[src/rtl/aes_pkg.sv]
// Shared AES datapath types plus the ShiftRows row-offset helpers used by the
// stream stage and its permutation network.
package aes_pkg;

  typedef logic [7:0]  byte_t;
  typedef logic [31:0] col_t;

  localparam int AES_ROWS = 4;

  function automatic bit nb_is_legal(input int nb);
    return (nb == 4) || (nb == 6) || (nb == 8);
  endfunction

  // Rijndael row offsets: 256-bit blocks use 0,1,3,4 instead of 0,1,2,3.
  function automatic int shift_amt(input int nb, input int row);
    if (nb == 8) begin
      return (row >= 2) ? row + 1 : row;
    end
    return row;
  endfunction

endpackage

[src/rtl/aes_shiftrow_perm.sv]
// Combinational (Inv)ShiftRows byte permutation, zero latency, no flow control.
// Inverse network exists only with AES_SHIFTROW_INV_EN; otherwise dec is ignored.
module aes_shiftrow_perm
  import aes_pkg::*;
#(
  parameter int NB = 4
) (
  input  logic              dec,
  input  logic [32*NB-1:0]  data_in,
  output logic [32*NB-1:0]  data_out
);

  byte_t [NB-1:0][AES_ROWS-1:0] in_b;
  byte_t [NB-1:0][AES_ROWS-1:0] fwd_b;

  assign in_b = data_in;

  always_comb begin
    fwd_b = '0;
    for (int c = 0; c < NB; c++) begin
      for (int r = 0; r < AES_ROWS; r++) begin
        fwd_b[c][r] = in_b[(c + shift_amt(NB, r)) % NB][r];
      end
    end
  end

`ifdef AES_SHIFTROW_INV_EN
  byte_t [NB-1:0][AES_ROWS-1:0] inv_b;

  // Offsets never exceed NB, so adding NB keeps the modulus operand positive.
  always_comb begin
    inv_b = '0;
    for (int c = 0; c < NB; c++) begin
      for (int r = 0; r < AES_ROWS; r++) begin
        inv_b[c][r] = in_b[(c - shift_amt(NB, r) + NB) % NB][r];
      end
    end
  end

  assign data_out = dec ? inv_b : fwd_b;
`else
  logic dec_unused;

  assign dec_unused = dec;
  assign data_out   = fwd_b;
`endif

endmodule

[src/rtl/aes_shiftrow_stream.sv]
// Handshaked ShiftRows/InvShiftRows stage (AES_SHIFTROW_INV_EN enables inverse), 1-cycle latency.
// Registered-ready skid buffer absorbs one block of backpressure; in_ready never depends on out_ready.
module aes_shiftrow_stream
  import aes_pkg::*;
#(
  parameter int NB    = 4,
  parameter int TAG_W = 4,
  parameter int CNT_W = 16
) (
  input  logic              CLK,
  input  logic              RST_N,
  input  logic              in_valid,
  output logic              in_ready,
  input  logic [32*NB-1:0]  in_data,
  input  logic              in_dec,
  input  logic [TAG_W-1:0]  in_tag,
  output logic              out_valid,
  input  logic              out_ready,
  output logic [32*NB-1:0]  out_data,
  output logic [TAG_W-1:0]  out_tag,
  output logic [CNT_W-1:0]  blk_cnt
);

  localparam bit NB_OK = nb_is_legal(NB);

  generate
    if (!NB_OK) begin : g_nb_chk
      $error("aes_shiftrow_stream: NB must be 4, 6 or 8");
    end
  endgenerate

  typedef struct packed {
    logic [32*NB-1:0] dat;
    logic [TAG_W-1:0] tag;
  } blk_t;

  logic [32*NB-1:0] perm_dat;
  blk_t             in_blk;
  blk_t             out_q, out_d;
  blk_t             skid_q, skid_d;
  logic             out_vld_q, out_vld_d;
  logic             skid_vld_q, skid_vld_d;
  logic [CNT_W-1:0] cnt_q, cnt_d;
  logic             in_acc;
  logic             out_xfer;

  aes_shiftrow_perm #(
    .NB (NB)
  ) u_perm (
    .dec      (in_dec),
    .data_in  (in_data),
    .data_out (perm_dat)
  );

  assign in_blk   = '{dat: perm_dat, tag: in_tag};
  assign in_acc   = in_valid & ~skid_vld_q;
  assign out_xfer = out_vld_q & out_ready;

  // A filled skid implies in_ready is low, so a drain never competes with an accept for it.
  always_comb begin
    out_d      = out_q;
    out_vld_d  = out_vld_q;
    skid_d     = skid_q;
    skid_vld_d = skid_vld_q;
    cnt_d      = cnt_q;
    if (out_xfer) begin
      cnt_d = cnt_q + CNT_W'(1);
      if (skid_vld_q) begin
        out_d      = skid_q;
        skid_vld_d = 1'b0;
      end else if (in_acc) begin
        out_d = in_blk;
      end else begin
        out_vld_d = 1'b0;
      end
    end else if (!out_vld_q) begin
      if (in_acc) begin
        out_d     = in_blk;
        out_vld_d = 1'b1;
      end
    end else if (in_acc) begin
      skid_d     = in_blk;
      skid_vld_d = 1'b1;
    end
  end

  always_ff @(posedge CLK or negedge RST_N) begin
    if (!RST_N) begin
      out_q      <= '0;
      out_vld_q  <= 1'b0;
      skid_q     <= '0;
      skid_vld_q <= 1'b0;
      cnt_q      <= '0;
    end else begin
      out_q      <= out_d;
      out_vld_q  <= out_vld_d;
      skid_q     <= skid_d;
      skid_vld_q <= skid_vld_d;
      cnt_q      <= cnt_d;
    end
  end

  assign in_ready  = ~skid_vld_q;
  assign out_valid = out_vld_q;
  assign out_data  = out_q.dat;
  assign out_tag   = out_q.tag;
  assign blk_cnt   = cnt_q;

endmodule

[config.mk]
export PLATFORM = sky130hd
export DESIGN_NAME = aes_shiftrow_stream
export DESIGN_NICKNAME = d
export VERILOG_FILES = /design/src/rtl/aes_pkg.sv /design/src/rtl/aes_shiftrow_perm.sv /design/src/rtl/aes_shiftrow_stream.sv
export SDC_FILE = /design/constraint.sdc
export NUM_CORES = 1
export LEC_CHECK = 0
export CAP_MARGIN = 5
export CORE_MARGIN = 2
export CORE_UTILIZATION = 40
export DETAILED_ROUTE_END_ITERATION = 10
export PLACE_DENSITY = 0.66
export SLEW_MARGIN = 10
export SYNTH_ARGS = -nofsm -noshare
export SYNTH_HDL_FRONTEND = slang
export SYNTH_HIERARCHICAL = 1
export SYNTH_SLANG_ARGS = --single-unit
export TNS_END_PERCENT = 1
[constraint.sdc]
create_clock -name CLK -period 2.2 [get_ports CLK]
set_input_delay 0.33 -clock CLK [delete_from_list [all_inputs] [get_ports CLK]]
set_output_delay 0.33 -clock CLK [all_outputs]
set_load 0.01 [all_outputs]
[Yosys cells after proc, flatten, opt, wreduce, memory -nomap -nowiden]
Cells that the tools add are included.
Operators by class
  equal/unequal tests: 3
  reduce and logical (&&, ||, !) cells: 5
  muxes and demuxes: 12
  add/sub/neg operators: 1
  bitwise operators: 4
Operators with widths (count)
  132-bit two-way mux: 4
  16-bit by 1-bit adder with 16-bit output, second input constant: 1
  1-bit two-way mux: 8
  2-bit != test, second input constant: 2
  2-bit AND reduction: 2
  2-bit nonzero test: 2
  3-bit AND reduction: 1
  1-bit AND: 2
  2-bit by 1-bit != test with 1-bit output, second input constant: 1
  1-bit inverter: 2
Storage, ports and cells
  register bits: 282
  output and inout port bits: 150

[Logic depth before layout (Yosys ltp)]
  depth after elaboration: 5
  depth in mapped cells: 7
  mapped depth without buffers: 5

[Modules after synthesis]
The synthesis kept the hierarchy.
Modules (own cells, without submodules)
  aes_shiftrow_stream: area an instance 11218.3 µm², times used 1, cells each 933, seq. area each 7056.8 µm²
  aes_shiftrow_perm: area an instance 960.9 µm², times used 1, cells each 128, seq. area each 0.0 µm²

[Worst setup path before layout]
No wires, ideal clock.
  path type: register -> register
  start point: register out_vld_q, in the netlist out_valid
  end point: register skid_q[100] in the netlist's numbering
  buffers on the path: 3
  data required time: 2.075 ns
  arrival: 1.513 ns
  setup slack: 0.562 ns
  cell stages (with the launch flop): 7
  cell sequence: dfrtp_1 -> nand2b_1 -> buf_2 -> nor2_4 -> buf_2 -> buf_4 -> mux2_2
Between the ends
  cells in the longest elaborated chain, start to end: 3
RTL lines
  start, declared: RTL line aes_shiftrow_stream.sv:41  | logic out_vld_q, out_vld_d;
  start signal, assigned: RTL line aes_shiftrow_stream.sv:96  | out_vld_q <= out_vld_d;
  1-bit AND: RTL line aes_shiftrow_stream.sv:57  | assign out_xfer = out_vld_q & out_ready;
  1-bit inverter (no line)
  3-bit AND reduction (no line) *
  end signal, assigned: RTL line aes_shiftrow_stream.sv:97  | skid_q <= skid_d;
  end, declared: RTL line aes_shiftrow_stream.sv:40  | blk_t skid_q, skid_d;
Mark *: on every way between the ends. The rest lies on a longest branch, timed or not.
A chain may end at the register's enable or synchronous reset.

[Final worst setup path]
  start point: register out_vld_q, in the netlist out_valid
  end point: output port out_valid
RTL lines
  end, declared: RTL line aes_shiftrow_stream.sv:17  | output logic out_valid,
No word-level cell between the ends.

==> summary.txt <==
Die
  • Floorplan row count: 63
  • Die Height: roughly 180 um
  • Initial Util: 0.409
  • Die width: between 150 and 200 um
  • Die ar.: ~32,000 um^2
  • Core area: approximately 30,000 um^2
  • Top Ports: 287

Global routing
  • First-pass GRT wire length: roughly 48,000 um
  • GRT Total Usage: 0.187
  • Number of antenna violations at the first check in global routing: 1
  • Pin count of the biggest net entering global routing: 94
  • Number of global-route vias before repair: 8,727
  • Total grt overflow: 0

Place
  • GPL Wtd Cong: approximately 0.76
  • Port Buffers: 285
  • Detail Placement HPWL: 19,200 um

Routing
  • Post-DRT Antenna Nets: 0
  • Final WL: between 30,000 and 40,000 um
  • Length of the first detailed-routing pass in iterations: 4
  • DRT iter0 DRCs: roughly 440
  • Vias per cell: 5.28
  • WL per Instance: about 19 um
  • Via count: between 8k and 9k
  • DRC Markers: 0

Timing
  • Final setup viols: 0
  • Crit share post-route: 0.931
  • Slew HR: 0.468
  • Final Hold Fails: 0
  • Achievable frequency: between 0.4 and 0.5 GHz
  • Post-route setup TNS: 0 ns
  • Tightest Pin Transition: around 0.80 ns
  • Hold Slack: between 0.3 and 0.4 ns
  • RSZ-0062 raised after global routing: no
  • Min cycle time layout: ~2.0 ns
  • Final Max Tran Viols: 0
  • Clock skew: around 0.011 ns

Logic synthesis
  • Distinct cell type count after synthesis: 22
  • Post-Synthesis Cells: between 1k and 1.5k
  • Top_reg_cell synth: dfrtp_1
  • Syn Area/Cell: roughly 11 um^2
  • Yosys reg bits: approximately 280
  • Mapped Nets: 1,199
  • Synth async-reset ratio: 1.00
  • Post-synth EDFFs: 0
  • Post-synthesis cell area: between 10,000 and 15,000 um^2
  • Sequential element share of the synthesized area: 0.579
  • Synth warnings: 6

Finish
  • Fillers: around 2.7k
  • Area of the multi-input gates: approximately 3800 um^2
  • Share of cells above drive strength 1: 0.172
  • Register area: ~7100 um^2
  • Layout Nets: 1,345
  • Most frequent cells in the layout: clkdlybuf4s50_1, dfrtp_1, nor2_1
  • Syn-to-layout area delta: 28.3%
  • Commonest non-fill, non-tap cell in the layout: clkdlybuf4s50_1

Min path
  • Hold Crit Class: in2async

Pwr
  • Largest vdd supply drop: about 0.00071 V
  • PD cells: roughly 1500 nW/um^2
  • Leak Pwr: roughly 6.4 nW

Clocking
  • Worst-Skew Late Latency: about 0.54 ns
  • Maximum buffer depth of the clock tree: 3
  • Clock slew at reported path FFs: ~0.060 ns
  • CTS tree: done
  • H-tree depth: 1
  • Clk sinks: ~280
  • CTS-repair resized insts: 0
  • Post-CTS setup buffer count: 0
  • TritonCTS buffer count: 31
  • CTS root buf: clkbuf_16

Critical path
  • Family with the most delay on the worst path: buffers and inverters
  • Critical Path End Type: output pin
  • CP cell instances: clkdlybuf4s50_1
  • CP required: 1.87 ns
  • Worst Path Buf+Inv: 1
  • Critical path arrival: between 1.5 and 2 ns
  • CP Launch Point: out_valid
  • CP max stage delay: about 0.65 ns
  • Kind of critical path: reg2out
  • Worst R2R Setup Slack: between 0.4 and 0.5 ns
  • R2r startpoint: out_valid
  • CP startpoint kind: register
  • CP max FO: 7
  • Slowest stage cell, crit path: clkdlybuf4s50_1

Run status
  • Status: finished, final reports clean

Flow run
  • Max-Cap Viols: 0
[synthesized netlist by cell type, drive strengths merged, types with 2 or more instances]
library cell	count	area [um^2]
nand2	6	22.5
nand4	3	18.8
xor2	5	43.8
o22ai	132	826
buf	173	1210
nand3	7	35.0
xnor2	10	87.6
nor4	2	12.5
nor2	136	518
mux2	133	1500
inv	2	7.51
clkbuf	27	101
dfrtp	282	7060
nand2b	2	12.5
and3	4	25.0
a21oi	134	671
[report_power, final]
group / switching [mW] / internal (mW) / leakage, nW / total (mW)
Combinational: 4.02 / 4.71 / 2.60 / 8.73
Sequential: 1.38 / 7.74 / 3.28 / 9.12
Clock: 2.01 / 3.02 / 0.479 / 5.03
[per-stage QoR]
| step | utilization | area (um^2) | worst slack (ns) | power [mW] | cells |
|---|---|---|---|---|---|
| floorplan | - | 12200 | 0.562 | 13.7 | 1061 |
| global placement | 0.491 | 14600 | 0.137 | 17.7 | 1563 |
| detailed placement | 0.491 | 14600 | 0.0876 | 18.0 | 1563 |
| CTS | 0.524 | 15600 | 0.100 | 23.2 | 1617 |
| global route | 0.525 | 15600 | 0.0861 | 24.3 | 1618 |
| finish | 0.525 | 15600 | 0.152 | 22.9 | 1618 |
[worst paths after layout]
kind,endpoint,cells after the start
worst min-delay path,skid_q[9],2
worst min register to register,blk_cnt[15],1
max in group asynchronous,out_data[126],3
min in group CLK,skid_q[126],2
worst max-delay path,out_valid,1
worst max register to register,out_data[82],4
[layer usage]
metal	up-vias	part of all wire	GRT usage
met5	-	0	0
met4	0	0.027	0.0572
met3	53	0.062	0.0403
met2	227	0.49	0.311
met1	4341	0.42	0.246
li1	3918	-	-
[area by class of cell]
class	instances	area share
antenna	1	0.000160
clock buffer	42	0.0542
clock inverter	11	0.00865
inverter	2	0.000480
multi-input combinational	577	0.245
sequential	282	0.452
tap	390	0.0312
timing repair buffer	313	0.208
[cells by family (layout without fill, tap and decap cells)]
| kind of cell | count (synthesis) | in the layout | synth area share |
|---|---|---|---|
| AO/OA/AOI/OAI | 267 | 267 | 0.124 |
| XOR/XNOR | 15 | 15 | 0.0108 |
| adder cells (fa/ha/maj) | 1 | 1 | 0.00103 |
| buffers and inverters | 202 | 368 | 0.109 |
| flip-flops | 282 | 282 | 0.579 |
| multiplexers | 133 | 133 | 0.123 |
| other | 0 | 1 | 0 |
| AND/OR/NAND/NOR | 161 | 161 | 0.0533 |
[sequential cells by signal, summed over array words and instances, names as in the netlist]
name and flops:
out_data 128, blk_cnt 16, skid_q 132, skid_vld_q 1
out_valid 1, out_tag 4
[timing repair]
item                                   CTS  global route
endpoints found under the hold margin   47             0
setup endpoints to repair                0             0
hold buffers                             1             0
No activity file was read; power rests on OpenSTA's default activity.
